`config.mk`:
```
export PLATFORM = sky130hd
export DESIGN_NAME = traffic_light_monitor
export DESIGN_NICKNAME = d
export VERILOG_FILES = /design/src/rtl/traffic_light_monitor.sv
export SDC_FILE = /design/constraint.sdc
export NUM_CORES = 1
export LEC_CHECK = 0
export BUFFER_PORTS_ARGS = -buffer_cell sky130_fd_sc_hd__buf_2
export CAP_MARGIN = 0
export CORE_MARGIN = 3
export CORE_UTILIZATION = 37
export DETAILED_ROUTE_END_ITERATION = 10
export PLACE_DENSITY = 0.55
export SYNTH_ARGS = -nofsm -noshare
export SYNTH_HDL_FRONTEND = slang
export SYNTH_SLANG_ARGS = --single-unit
export TNS_END_PERCENT = 20
```
`constraint.sdc`:
```
create_clock -name clock -period 3.76 [get_ports clock]
set_input_delay 0.376 -clock clock [delete_from_list [all_inputs] [get_ports clock]]
set_output_delay 0.376 -clock clock [all_outputs]
set_load 0.1 [all_outputs]
```
`src/rtl/traffic_light_monitor.sv`:
```
// Passive safety checker for the intersection light bus: decodes both directions, checks
// sequencing and yellow dwell, and latches the first fault seen since reset or clear.
module traffic_light_monitor #(
   parameter int unsigned MIN_YELLOW = 100000000,
   parameter int unsigned CNT_W      = 28
) (
   input  logic        clock,
   input  logic        reset_n,
   input  logic [5:0]  lights_in,
   input  logic        clear,
   output logic        fault,
   output logic [2:0]  fault_code,
   output logic        fault_pulse,
   output logic [15:0] ew_cycles
);

   typedef enum logic [1:0] {StRed, StYel, StGrn, StBad} light_e;

   localparam logic [CNT_W-1:0] MinYel   = CNT_W'(MIN_YELLOW);
   localparam logic [CNT_W-1:0] DwellMax = '1;

   function automatic light_e decode(input logic [2:0] t);
      case (t)
         3'b100:  return StRed;
         3'b010:  return StYel;
         3'b001:  return StGrn;
         default: return StBad;
      endcase
   endfunction

   // Only the three reverse steps are illegal; anything involving BAD is reported as code 1.
   function automatic logic illegal(input light_e p, input light_e c);
      return (p == StGrn && c == StRed) || (p == StYel && c == StGrn) ||
             (p == StRed && c == StYel);
   endfunction

   light_e           r_ew_prev, r_ns_prev;
   logic             r_valid;
   logic [CNT_W-1:0] r_ew_dwell, r_ns_dwell;
   logic             r_fault, r_pulse;
   logic [2:0]       r_code;
   logic [15:0]      r_ew_cycles;

   light_e     w_ew, w_ns;
   logic       w_short_ew, w_short_ns;
   logic [2:0] w_code;

   always_comb begin
      w_ew = decode(lights_in[5:3]);
      w_ns = decode(lights_in[2:0]);
      w_short_ew = (r_ew_prev == StYel) && (w_ew == StRed) && (r_ew_dwell < MinYel);
      w_short_ns = (r_ns_prev == StYel) && (w_ns == StRed) && (r_ns_dwell < MinYel);
      w_code = 3'd0;
      if (w_ew == StBad || w_ns == StBad) begin
         w_code = 3'd1;
      end else if (w_ew != StRed && w_ns != StRed) begin
         w_code = 3'd2;
      end else if (r_valid && (illegal(r_ew_prev, w_ew) || illegal(r_ns_prev, w_ns))) begin
         w_code = 3'd3;
      end else if (r_valid && (w_short_ew || w_short_ns)) begin
         w_code = 3'd4;
      end
   end

   always_ff @(posedge clock) begin
      if (!reset_n) begin
         r_valid     <= 1'b0;
         r_ew_prev   <= StBad;
         r_ns_prev   <= StBad;
         r_ew_dwell  <= '0;
         r_ns_dwell  <= '0;
         r_fault     <= 1'b0;
         r_code      <= 3'd0;
         r_pulse     <= 1'b0;
         r_ew_cycles <= 16'd0;
      end else begin
         r_valid   <= 1'b1;
         r_ew_prev <= w_ew;
         r_ns_prev <= w_ns;

         if (r_valid && w_ew == r_ew_prev) begin
            if (r_ew_dwell != DwellMax) r_ew_dwell <= r_ew_dwell + 1'b1;
         end else begin
            r_ew_dwell <= CNT_W'(1);
         end
         if (r_valid && w_ns == r_ns_prev) begin
            if (r_ns_dwell != DwellMax) r_ns_dwell <= r_ns_dwell + 1'b1;
         end else begin
            r_ns_dwell <= CNT_W'(1);
         end

         if (r_valid && r_ew_prev == StRed && w_ew == StGrn) begin
            r_ew_cycles <= r_ew_cycles + 16'd1;
         end

         r_pulse <= (w_code != 3'd0);
         // A violation coincident with clear wins and recaptures the code.
         if (w_code != 3'd0) begin
            r_fault <= 1'b1;
            if (!r_fault || clear) r_code <= w_code;
         end else if (clear) begin
            r_fault <= 1'b0;
            r_code  <= 3'd0;
         end
      end
   end

   assign fault       = r_fault;
   assign fault_code  = r_code;
   assign fault_pulse = r_pulse;
   assign ew_cycles   = r_ew_cycles;

endmodule

```
# After elaboration in Yosys (flattened, before gate mapping)
# Cells that the tools add are included.
[word_totals] out_inout_bits=21 word_cells=92 ff_bits=82 inputBits=9
[classes] reduce_logical=37 n_eq_ne=23 addsub=3 n_mux=16 magnitude_cmp=2
[op_table] op="28-bit by 1-bit adder with 28-bit output (second input constant)" count=2
[op_table] op="28-bit by 27-bit less-than comparator with 1-bit output (second input constant)" count=2
[op_table] op="28-bit inequality test (second input constant)" count=2
[op_table] op="3-bit 2-to-1 mux" count=7
[op_table] op="1-bit logical AND" count=17
[op_table] op="16-bit by 1-bit adder with 16-bit output (second input constant)" count=1
[op_table] op="2-bit equality test (second input constant)" count=6
[op_table] op="2-bit one-hot mux with 3 select lines" count=2
[op_table] op="2-bit by 1-bit equality test with 1-bit output (second input constant)" count=4
[op_table] op="2-bit zero test" count=4
[op_table] op="1-bit logical OR" count=8
[op_table] op="1-bit 2-to-1 mux" count=7
[op_table] op="3-bit by 1-bit equality test with 1-bit output (second input constant)" count=2
[op_table] op="3-bit by 2-bit equality test with 1-bit output (second input constant)" count=2
[op_table] op="3-bit equality test (second input constant)" count=2
[op_table] op="2-bit by 1-bit inequality test with 1-bit output (second input constant)" count=3
[op_table] op="2-bit AND reduction" count=3
[op_table] op="2-bit nonzero test" count=3
[op_table] op="2-bit equality test" count=2
[op_table] op="3-bit nonzero test" count=1
[op_table] op="1-bit zero test" count=1

# Longest topological paths before layout
[logic_depth] depth_word=14 mapped_depth=8 mapped_depth_nobuf=7

# Worst setup path after synthesis
# No wires, ideal clock.
[synth_path] kind="register to register" from="register r_ew_cycles[0], in the netlist ew_cycles[0]" to="register r_ew_cycles[12], in the netlist ew_cycles[12]" path_slack_ns=1.219 n_path_buf=1 arrival_ns=2.474 period_less_slack_ns=2.541 required_ns=3.693 setup_ns=0.067 stages_incl_launch_ff=9 cell_sequence="dfxtp_1 -> ha_1 -> inv_1 -> or4_1 -> buf_2 -> nor2_1 -> nand2_1 -> xor2_1 -> nor2_1"
[synth_via] elab_chain_cells=1
[synth_rtl] element="start: declaration" line_no="42" source="logic [15:0] r_ew_cycles;"
[synth_rtl] element="start signal: assignment" line_no="93" source="r_ew_cycles <= r_ew_cycles + 16'd1;"
[synth_rtl] element="16-bit by 1-bit adder with 16-bit output" line_no="93"
# Every way passes these cells.
# A chain may end at the register's enable or synchronous reset.

# Worst setup path after layout
[layout_path] from="register r_ew_dwell[26]" to="register r_code[0], in the netlist fault_code[0]"
[layout_via] elab_chain_cells=11
[layout_rtl] element="start: declaration" line_no="39" source="logic [CNT_W-1:0] r_ew_dwell, r_ns_dwell;"
[layout_rtl] element="start signal: assignment" line_no="82" source="if (r_ew_dwell != DwellMax) r_ew_dwell <= r_ew_dwell + 1'b1;"
[layout_rtl] element="28-bit by 27-bit less-than comparator with 1-bit output *" line_no="51" source="w_short_ew = (r_ew_prev == StYel) && (w_ew == StRed) && (r_ew_dwell < MinYel);"
[layout_rtl] element="1-bit logical AND *" line_no="51"
[layout_rtl] element="1-bit logical OR *" line_no="60" source="end else if (r_valid && (w_short_ew || w_short_ns)) begin"
[layout_rtl] element="1-bit logical AND *" line_no="60"
[layout_rtl] element="3-bit 2-to-1 mux *" line_no="60"
[layout_rtl] element="3-bit 2-to-1 mux *" line_no="58" source="end else if (r_valid && (illegal(r_ew_prev, w_ew) || illegal(r_ns_prev, w_ns))) begin"
[layout_rtl] element="3-bit 2-to-1 mux *" line_no="56" source="end else if (w_ew != StRed && w_ns != StRed) begin"
[layout_rtl] element="3-bit 2-to-1 mux *" line_no="54" source="if (w_ew == StBad || w_ns == StBad) begin"
[layout_rtl] element="3-bit nonzero test *" line_no="98" source="if (w_code != 3'd0) begin"
[layout_rtl] element="2-bit by 1-bit inequality test with 1-bit output (no line) / 2-bit nonzero test (equally long branches)"
[layout_rtl] element="2-bit AND reduction (no line)"
[layout_rtl] element="end signal: assignment" line_no="100" source="if (!r_fault || clear) r_code <= w_code;"
[layout_rtl] element="end: declaration" line_no="41" source="logic [2:0] r_code;"
# Mark *: on every way between the ends. The rest lies on a longest branch, timed or not.

==> results.md <==
* Vias in the first global route at 3185
* DIE HEIGHT at 112 um
* Share of layout cells above drive strength 1 at 11.0%
* Post-Syn Area per Cell at 8.26 um^2
* Critical path's slowest cell: a2111oi_0
* Crit. End Element: flop
* Worst-Margin Slew at 0.890 ns
* PostCTS Resize Cnt at 0
* Final period util at 62.9%
* GRT Overall Usage at 14.0%
* First-pass GRT wire length at 14.6 mm
* Synth async-reset ratio at 0%
* Vias post-DR at 3416
* Max Cap Violations at 0
* Crit path DAT at 2.60 ns
* Slew HR at 40.5%
* Outcome: completed
* Post-DP HPWL at 6.18 mm
* Design area at 4600 um^2
* CTS clk-pin slew, worst paths at 0.08 ns
* DP Area at 4380 um^2
* Worst Hold Class: in -> reg
* Post-synth EDFFs at 0
* RSZ-0062 raised after global routing: no
* WHS at 0.287 ns
* Syn nets at 512
* Yosys warnings at 0
* Total power at 1.69 mW
* Commonest non-fill, non-tap cells in the layout: nor2_1, dfxtp_1, nand2_1
* Max Fclk at 423 MHz
* Initial Utilization at 39.0%
* CTS Hold Bufs at 0
* Static Leak at 1.55 nW
* Hold Vio Cnt, Final at 0
* Area leader, netlist: dfxtp_1
* Crit Path Category: reg -> reg
* Max VDD drop at 0.204 mV
* Startpoint Class: flop
* Core occupancy in the finished layout at 43.4%
* Vias per inst at 5.14
* CTS Sinks at 82
* Final net count at 536
* I/O pins at 30
* Initial drt markers at 108
* Residual DRC count at 0
* Top cells by area, synth: dfxtp_1, nor2_1, xnor2_1
* CTS tree: yes
* Routed WL per cell at 13.0 um
* Mapped Area at 4130 um^2
* Synth top area share at 39.7%
* GR Overflow Total at 0
* Clk buf depth at 2
* Register area share after synthesis at 39.7%
* Placeable core area at 10600 um^2
* Largest stage delay, worst path at 0.43 ns
* Largest net degree at the start of global routing at 28
* PwrDens at 367 nW/um^2
* Setup Total Neg Slack at 0 ns
* Buffers on Ports at 29
* HP Start: reset_n
* Drt total wl at 8.62 mm
* Synth Instances at 500
* Worst Path Required at 4.00 ns
* Router iterations before antenna repair at 4
* GP Congestion at 0.781
* Top_reg_cell synth: dfxtp_1
* Cts bufs inserted at 9
* Die width at 112 um
* Core Rows at 37
* Clock Skew at 0.00728 ns
* Min Tclk post-route at 2.36 ns
* Setup violations, final at 0
* Die ar. at 12500 um^2
* Clock latency on the worst-skew pair at 0.35 ns
* Most common cell after layout, fill and taps aside: nor2_1
* H-tree depth at 3
* Post-route ant nets at 0
* CTS root buffer: clkbuf_8
* Area grow syn2layout at 11.3%
* Max-slew violations at 0
* CP Launch Point: r_ew_dwell[26]$_SDFFE_PN0P_
* Initial antenna violation count at 0
* Antenna Cells at 0
* Crit path max fanout at 5
* Synth cell types at 53
* Crit-path cells: or3b_1 -> a2111oi_0 -> o22ai_1 -> a311oi_2 -> a41o_1 -> mux2_1
* Worst R2R Start: r_ew_dwell[26]$_SDFFE_PN0P_
* Post-CTS Setup Inserts at 0
* #FFs+latches synth at 82
## final cells by class
class	count	area (um^2)
Tap cell	136	170
Inverter	12	45.0
Sequential cell	82	1640
Fill cell	1078	6000
Timing Repair Buffer	30	153
Clock buffer	11	141
Multi-Input combinational cell	389	2370
Clock inverter	5	77.6
## worst max-delay path: cells and delay by family (launching register included)
| family | cells | cell delay (ns) |
|---|---|---|
| AO/OA/AOI/OAI | 4 | 1.21 |
| flip-flops | 1 | 0.38 |
| AND/OR/NAND/NOR | 1 | 0.35 |
| multiplexers | 1 | 0.31 |
## path summary, 6_finish.rpt
kind	endpoint	slack, ns	cells past startpoint
hold / removal	r_valid$_DFF_P_	0.29	1
setup / recovery	fault_code[0]$_SDFFE_PN0P_	1.40	6
setup reg to reg	fault_code[0]$_SDFFE_PN0P_	1.40	6
hold reg to reg	r_ns_dwell[1]$_SDFFE_PN0P_	0.49	2
## power breakdown
part	switching [mW]	internal, mW	total [mW]
Sequential	0.00956	0.876	0.886
Clock	0.312	0.390	0.702
Combinational	0.0684	0.0292	0.0976
Total	0.390	1.30	1.69
## cells in the mapped netlist, drive strengths merged (2+ instances only)
library cell and number:
nor2 96, a32o 2, nand4 21, nor3 9
inv 12, nand2 37, nor4 5, o211ai 3
o21a 3, and4 9, xnor2 34, mux2i 5
a31oi 3, o21ai 8, nand2b 6, a21oi 17
clkbuf 9, and2 7, ha 3, dfxtp 82
and3 14, a21boi 4, nand3 30, a31o 3
a311oi 2, buf 8, nor3b 2, or4 2
nor2b 2, o22ai 2, xor2 29, maj3 2
nand3b 4, or3 5, or3b 7
## metal layers
| layer | up-vias | global-route usage (%) | wire length [um] |
|---|---|---|---|
| li1 | 1788 | - | - |
| met1 | 1577 | 17.7 | 4130 |
| met2 | 40 | 23.1 | 4100 |
| met3 | 11 | 3.53 | 261 |
| met4 | 0 | 5.03 | 126 |
| met5 | - | 0 | 0 |
## flip-flops by register name, indices dropped and copies added (netlist names)
register,flops
r_ew_dwell,28
r_ns_dwell,28
ew_cycles,16
fault_code,3
r_ew_prev,2
r_ns_prev,2
fault,1
fault_pulse,1
r_valid,1
## metrics by stage
| step | setup WS (ns) | instances |
|---|---|---|
| 2_1_floorplan | 1.22 | 500 |
| 3_3_place_gp | 1.31 | 649 |
| 3_5_place_dp | 1.26 | 649 |
| 4_1_cts | 1.32 | 665 |
| 5_1_grt | 1.20 | 665 |
| 6_report | 1.40 | 665 |
## logic make-up (layout without fill, tap and decap cells)
logic type,count (synthesis),after routing,synth area share (%)
and+or+nand+nor,261,261,32.1
DFF,82,82,39.7
xor gates and xnor gates,63,63,13.4
AOI/OAI and AO/OA,54,54,9.02
buffers and inverters,29,58,2.94
muxes,6,6,1.48
adders and majority gates,5,5,1.39
(Power assumes the default switching activity.)
